`config.mk`:
```
export PLATFORM = sky130hd
export DESIGN_NAME = decode_regfiles
export DESIGN_NICKNAME = d
export VERILOG_FILES = /design/src/rtl/decode_regfiles.sv
export SDC_FILE = /design/constraint.sdc
export NUM_CORES = 2
export LEC_CHECK = 0
export ABC_AREA = 0
export ABC_CLOCK_PERIOD_IN_PS = 4100
export BUFFER_PORTS_ARGS = -buffer_cell sky130_fd_sc_hd__buf_2
export CAP_MARGIN = 10
export CORE_UTILIZATION = 25
export CTS_CLUSTER_DIAMETER = 150
export DETAILED_ROUTE_END_ITERATION = 8
export PLACE_DENSITY_LB_ADDON = 0.05
export RECOVER_POWER = 25
export SYNTH_ARGS = -nofsm -noshare
export SYNTH_HDL_FRONTEND = slang
export SYNTH_SLANG_ARGS = --single-unit
```
`constraint.sdc`:
```
create_clock -name clk -period 4.1 [get_ports clk]
set_input_delay 0.41 -clock clk [delete_from_list [all_inputs] [get_ports clk]]
set_output_delay 0.41 -clock clk [all_outputs]
set_load 0.005 [all_outputs]
```
`src/rtl/decode_regfiles.sv`:
```
`default_nettype none
// +--------------------------------------------------------------------------+
// | decode_regfiles: decode-stage GPR file (2R/2W) and control-register file |
// | Rev 1.0 - initial release                                                |
// +--------------------------------------------------------------------------+
module decode_regfiles (
  input  logic        clk,
  input  logic        rst,
  input  logic [4:0]  s_1,
  output logic [31:0] d_1,
  input  logic [4:0]  s_2,
  output logic [31:0] d_2,
  input  logic        we1,
  input  logic [4:0]  target_1,
  input  logic [31:0] write_data_1,
  input  logic        we2,
  input  logic [4:0]  target_2,
  input  logic [31:0] write_data_2,
  input  logic        stall,
  output logic [31:0] ret_val,
  input  logic [4:0]  cs,
  output logic [31:0] cd,
  input  logic        cwe,
  input  logic [4:0]  ctgt,
  input  logic [31:0] cwrite_data,
  input  logic        exc_in_wb,
  input  logic        tlb_exc_in_wb,
  input  logic [31:0] tlb_addr,
  input  logic [31:0] epc,
  input  logic [31:0] efg,
  input  logic [15:0] interrupts,
  output logic        kmode,
  output logic [31:0] cdv,
  output logic [31:0] interrupt_state
);

  localparam int unsigned CR_PSR = 0;
  localparam int unsigned CR_ISR = 2;
  localparam int unsigned CR_IMR = 3;
  localparam int unsigned CR_EPC = 4;
  localparam int unsigned CR_EFG = 5;
  localparam int unsigned CR_CDV = 6;
  localparam int unsigned CR_TLB = 7;

  logic [31:0] gpr_q [32];
  logic [31:0] gpr_d [32];
  logic [31:0] cr_q  [16];
  logic [31:0] cr_d  [16];
  logic [31:0] d_1_q, d_1_d;
  logic [31:0] d_2_q, d_2_d;
  logic [31:0] cd_q,  cd_d;
  logic        isr_sw_write;

  // Reads sample the next-state array, which gives write-first bypass for free.
  always_comb begin
    gpr_d = gpr_q;
    if (we2 && (target_2 != 5'd0)) gpr_d[target_2] = write_data_2;
    if (we1 && (target_1 != 5'd0)) gpr_d[target_1] = write_data_1;
    d_1_d = stall ? d_1_q : gpr_d[s_1];
    d_2_d = stall ? d_2_q : gpr_d[s_2];
  end

  // Layered lowest priority first: software write, ISR latch, exception capture.
  always_comb begin
    cr_d = cr_q;
    isr_sw_write = cwe && (ctgt == 5'd2);
    if (cwe && !ctgt[4] && (ctgt != 5'd2)) cr_d[ctgt[3:0]] = cwrite_data;
    cr_d[CR_ISR] = {16'b0, (isr_sw_write ? cwrite_data[15:0] : cr_q[CR_ISR][15:0]) | interrupts};
    if (exc_in_wb) begin
      cr_d[CR_EPC]    = epc;
      cr_d[CR_EFG]    = efg;
      cr_d[CR_PSR][0] = 1'b1;
    end
    if (tlb_exc_in_wb) cr_d[CR_TLB] = tlb_addr;
    cr_d[CR_PSR] = {31'b0, cr_d[CR_PSR][0]};
    if (stall)       cd_d = cd_q;
    else if (cs[4])  cd_d = 32'd0;
    else             cd_d = cr_d[cs[3:0]];
  end

  always_ff @(posedge clk) begin
    if (rst) begin
      for (int i = 0; i < 32; i++) gpr_q[i] <= 32'd0;
      for (int i = 0; i < 16; i++) cr_q[i]  <= 32'd0;
      cr_q[CR_PSR] <= 32'd1;
      d_1_q <= 32'd0;
      d_2_q <= 32'd0;
      cd_q  <= 32'd0;
    end else begin
      gpr_q <= gpr_d;
      cr_q  <= cr_d;
      d_1_q <= d_1_d;
      d_2_q <= d_2_d;
      cd_q  <= cd_d;
    end
  end

  assign d_1             = d_1_q;
  assign d_2             = d_2_q;
  assign cd              = cd_q;
  assign ret_val         = gpr_q[1];
  assign kmode           = cr_q[CR_PSR][0];
  assign cdv             = cr_q[CR_CDV];
  assign interrupt_state = cr_q[CR_IMR][31] ?
                           {16'b0, cr_q[CR_ISR][15:0] & cr_q[CR_IMR][15:0]} : 32'd0;

endmodule
`default_nettype wire

```
# Word-level counts from Yosys, hierarchy flattened
# Index checks and enable logic that the tools add are counted.
# W data, S select, Z words.
[op_classes]
shifts = 0
n_div = 0
multipliers = 0
bitwise_logic = 8
n_lt_le_gt_ge = 9
n_addsub = 0
n_eq_ne = 2
reduce_logical = 11
n_mux = 27
[op_table]
columns = ["op", "n"]
rows = [
  ["$bwmux W1024", 2],
  ["$mux W1024", 2],
  ["$bwmux W512", 1],
  ["$mux W481", 1],
  ["$mux W32", 11],
  ["$bmux W32 S5", 2],
  ["$demux W32 S5", 2],
  ["$bmux W32 S4", 1],
  ["$demux W32 S4", 1],
  ["$mux W64", 1],
  ["$mux W16", 2],
  ["$ge A6 B6 Y1 const B", 4],
  ["$not A5 Y6", 4],
  ["$and A16 B16 Y16", 1],
  ["$or A16 B16 Y16", 1],
  ["$lt A6 B1 Y1 const B", 2],
  ["$ge A5 B5 Y1 const B", 2],
  ["$not A4 Y5", 2],
  ["$reduce_bool A5 Y1", 2],
  ["$logic_and A1 B1 Y1", 8],
  ["$eq A5 B2 Y1 const B", 1],
  ["$lt A5 B1 Y1 const B", 1],
  ["$ne A5 B2 Y1 const B", 1],
  ["$logic_not A1 Y1", 1],
  ["$mux W1", 1],
]
[word_totals]
output_inout_bits = 193
reg_bits = 1601
latch_bits = 0
mem_bits_rw = 0
memories = 0
mem_bits_ro = 0

# Logic depth before layout (Yosys ltp)
[depth]
depth_word = 12
depth_mapped = 13

# Worst setup path after synthesis
# OpenSTA, ideal clock, no wires.
[synth_path]
kind = "input to register"
startpoint = "in ctgt[0]"
endpoint = "reg cd_q[13] (netlist: cd[13])"
arrival_time_ns = 2.520
setup_ns = 0.135
slack_ns = 1.445
stages = 10
cell_sequence = "clkbuf_1 -> nand2_1 -> nor2_1 -> buf_2 -> buf_4 -> mux2i_1 -> o21ai_0 -> mux2_2 -> a221oi_1 -> o2111ai_1"
[synth_via]
elab_chain_cells = 12
[synth_rtl]
columns = ["element", "line", "rtl"]
rows = [
  ["from (decl)", "24", "input logic [4:0] ctgt,"],
  ["$not A4 Y5 (implied by the code)", "67", "if (cwe && !ctgt[4] && (ctgt != 5'd2)) cr_d[ctgt[3:0]] = cwrite_data;"],
  ["$ge A5 B5 Y1 (implied by the code) / $lt A5 B1 Y1 (equally long branches)", "67", ""],
  ["$logic_and A1 B1 Y1 (implied by the code)", "67", ""],
  ["$mux W32 (implied by the code)", "67", ""],
  ["$demux W32 S4", "67", ""],
  ["$bwmux W512", "67", ""],
  ["$mux W481", "67", ""],
  ["$mux W32 / $mux W64 (equally long branches)", "74, 69", ""],
  ["$bmux W32 S4 *", "78", "else cd_d = cr_d[cs[3:0]];"],
  ["$mux W32 (implied by the code) * (2 in a row)", "78", ""],
  ["$mux W32 *", "77", "else if (cs[4]) cd_d = 32'd0;"],
  ["to (signal assigned)", "88", "cd_q <= 32'd0;"],
  ["to (signal assigned)", "94", "cd_q <= cd_d;"],
  ["to (decl)", "51", "logic [31:0] cd_q, cd_d;"],
]
# Every way passes the cells marked *; elsewhere a longest branch is shown, timed or not. The select of a mux whose other input is x is not followed.
# A chain may end at the register's enable or synchronous reset.

# Final worst setup path
[layout_path]
startpoint = "in rst"
endpoint = "reg gpr_q[841] in the netlist's numbering"
[layout_lines]
columns = ["element", "line", "rtl"]
rows = [
  ["from (decl)", "8", "input logic rst,"],
  ["to (signal assigned)", "90", "gpr_q <= gpr_d;"],
  ["to (decl)", "45", "logic [31:0] gpr_q [32];"],
]
# No word-level cell between the ends.

==> run metrics <==
skew final=between 0.08 and 0.09 ns; commonest cells in the netlist=dfxtp_1, nand2_1, o21ai_0; slew margin rel.=-158.3%; syn_area_per_cell=between 7 and 8 um^2; Port Buffers=around 420; post-synthesis cell area=between 0.09 and 0.1 mm^2; largest net degree at the start of global routing=approximately 190; WL/cell=around 43 um; Clk pwr share=45.7%; CP cell instances=dlygate4sd3_1 > buf_12 > clkbuf_1 > nor3_1; Worst Setup End Kind=flop; Critical Path Source Type=primary input; Main synth FF type=dfxtp_1; die span in x=approximately 620 um; failing checks=capacitance limit, slew limit; RSZ-0062 raised after global routing=false; Worst path slowest cell=clkbuf_1; Max Slew Vio Count=between 700 and 800; Die ar.=roughly 0.38 mm^2; Crit Path Max Fanout=between 50 and 60; top-count cell post-synth=dfxtp_1; layout cells sized above 1=between 15 and 20%; Seq cells post-synth=1585; outcome=complete, but fails checks; wire length of the first global-routing pass=approximately 1000000 um; Fin. Hold Viols=0; # Post-CTS Setup Buffers=0; all-layer global routing usage=between 30% and 40%; P_int=between 20000 and 30000 uW; Seq/Total Area, Yosys=about a third; Area Overhead vs Synth=21.59%; worst path required time=~4.7 ns; routed vias=117500; Min-Delay Path Class=primary input to flop; Sw Share=between 30 and 40%; Logic pwr share=17.6%; Mapped Cells=12770; worst-case hold slack=~0.057 ns; vias per inst=about 6.5; Post-layout nets=~13000; cell taking the most area after synthesis=dfxtp_1; clock transition at the registers of the reported paths=~0.06 ns; Initial Utilization=between 20% and 30%; Post-Route WL=around 790000 um; clock net sink count=about 1600; clk buf depth=4; top cells by area, synth=dfxtp_1, nor2b_1, o21ai_0, nand2_1, nor3_1; period utilization=a little over nine tenths; number of synthesized flops with an enable pin=0; DP HPWL=about 540000 um; fraction of registers with async set/reset=0%; crit path DAT=approximately 4.5 ns; row count=225; # fillers=slightly above 40000; Worst path max stage delay=roughly 2.8 ns; vias in the first global route=about 110k; Switching Power=14600 uW; Power, Total=approximately 43000 uW; core area=between 0.3 and 0.4 mm^2; Seq pwr share=36.8%; Placer Congestion=~0.99; drt first pass iters=8; TritonCTS clock tree=yes; initial antenna violation count=~160; clk root buf=clkbuf_16; CP Class=primary input to flop; leakage=between 0.03 and 0.04 uW; MaxCap Viol Count=17; setup violators final=0; Yosys warnings=0; Yosys cell types=~110; post-cts gate resize count=0; area share of the largest cell type after synthesis=approximately 34%; # hold bufs at CTS=~160; Cell Pwr Density=around 380 mW/mm^2; DRC Markers=0; Clock Latency Late Sink=roughly 0.98 ns; f_max=between 200 and 300 MHz; num ports=between 400 and 500; worst setup margin=0.2228 ns; Worst VDD drop=389.9 uV; min cycle time layout=3.877 ns; 1st-iter DRT viols=just under 20000; H-tree level count=4; pre-CTS setup slack=-0.1450 ns; post-route ant nets=0; height of the die=615.7 um; Num CTS Buffers=roughly 220; grt total ovfl=0; Slew @ Worst Pin=just under 4 ns
## cells in the final DEF, fill, tap and decap left out, types with 37 or more instances in the layout
cell	instances
nand3_1	698
a311oi_1	74
a221oi_1	97
dlygate4sd3_1	155
o221ai_1	73
o211ai_1	56
o21ai_0	1069
clkbuf_16	219
o32ai_1	37
a31oi_1	736
nor3_1	978
a22o_1	75
mux4_2	54
dfxtp_1	1585
buf_4	813
nand2_1	1276
clkbuf_1	88
nor2_1	705
o21ai_1	44
buf_2	408
a211oi_1	114
a22oi_1	224
mux2i_1	208
a21oi_1	638
buf_12	191
nor2b_1	868
and3_1	65
mux2_2	63
a21boi_0	81
diode_2	72
a31o_2	40
clkbuf_8	64
o22ai_1	498
## state kept, by name (all words and copies together), names as in the netlist
| name | count |
|---|---|
| gpr_q | 992 |
| ret_val | 32 |
| cr_q | 432 |
| d_1 | 32 |
| cd | 32 |
| cdv | 32 |
| kmode | 1 |
| d_2 | 32 |
## power groups by stage
stage | combinational, uW | clock (uW) | sequential (uW)
after CTS | 7270 | 20100 | 16000
final | 7630 | 19800 | 16000
after detailed placement | 7130 | 0 | 16300
after global placement | 7130 | 0 | 16300
after floorplan | 3190 | 0 | 16200
after global routing | 7590 | 20600 | 16000
## final timing paths
path	startpoint	end	slack, ns	cells past startpoint
worst max register to register	ret_val[24]$_SDFF_PP0_	d_1[24]$_SDFFE_PP0N_	1.40	7
worst min-delay path	exc_in_wb	cr_q[354]$_SDFF_PP0_	0.06	3
worst max-delay path	rst	gpr_q[841]$_SDFF_PP0_	0.22	4
worst min register to register	cr_q[185]$_SDFF_PP0_	cr_q[185]$_SDFF_PP0_	0.45	2
## stage by stage
stage / instance area (um^2) / utilization, % / setup TNS [ns] / std cells
after floorplan: 94230 / - / 0 / 12780
after global placement: 105900 / 28.22 / -0.2505 / 17560
after detailed placement: 105900 / 28.22 / -0.3950 / 17560
after CTS: 114500 / 30.51 / 0 / 18110
after global routing: 114400 / 30.48 / 0 / 18140
final: 114500 / 30.51 / 0 / 18180
## metal layers
metal / vias up / global-route usage, % / part of all wire [%]
li1: 47210 / - / -
met4: 60 / 21.49 / 6.1
met2: 8702 / 55.55 / 40
met1: 59680 / 54.49 / 43
met5: - / 0 / 0.052
met3: 1822 / 11.16 / 11
## worst max-delay path: cells and delay by family
kind / cells / cell delay [ns]
buffers and inverters: 3 / 3.63
and+or+nand+nor: 1 / 0.25
## logic make-up after synthesis
logic type | count (synthesis) | synth area share [%]
AO/OA/AOI/OAI | 4228 | 28.39
XOR/XNOR | 1 | 0.009302
buffers and inverters | 1700 | 8.000
flip-flops | 1585 | 33.69
multiplexers | 338 | 4.410
other | 1 | 0.003982
AND/OR/NAND/NOR | 4915 | 25.49
## layout make-up
| cell class | instances | area, um^2 | share of cell area [%] |
|---|---|---|---|
| flip-flops and latches | 1585 | 31730 | 27.71 |
| repair buffers | 1600 | 13700 | 11.97 |
| diodes | 72 | 180.2 | 0.1574 |
| inverters | 42 | 158.9 | 0.1388 |
| clock buffers | 345 | 6584 | 5.750 |
| clock inverters | 48 | 473.0 | 0.4130 |
| well taps | 4994 | 6248 | 5.457 |
| multi-input cells | 9498 | 55430 | 48.41 |
(Power assumes the default switching activity.)
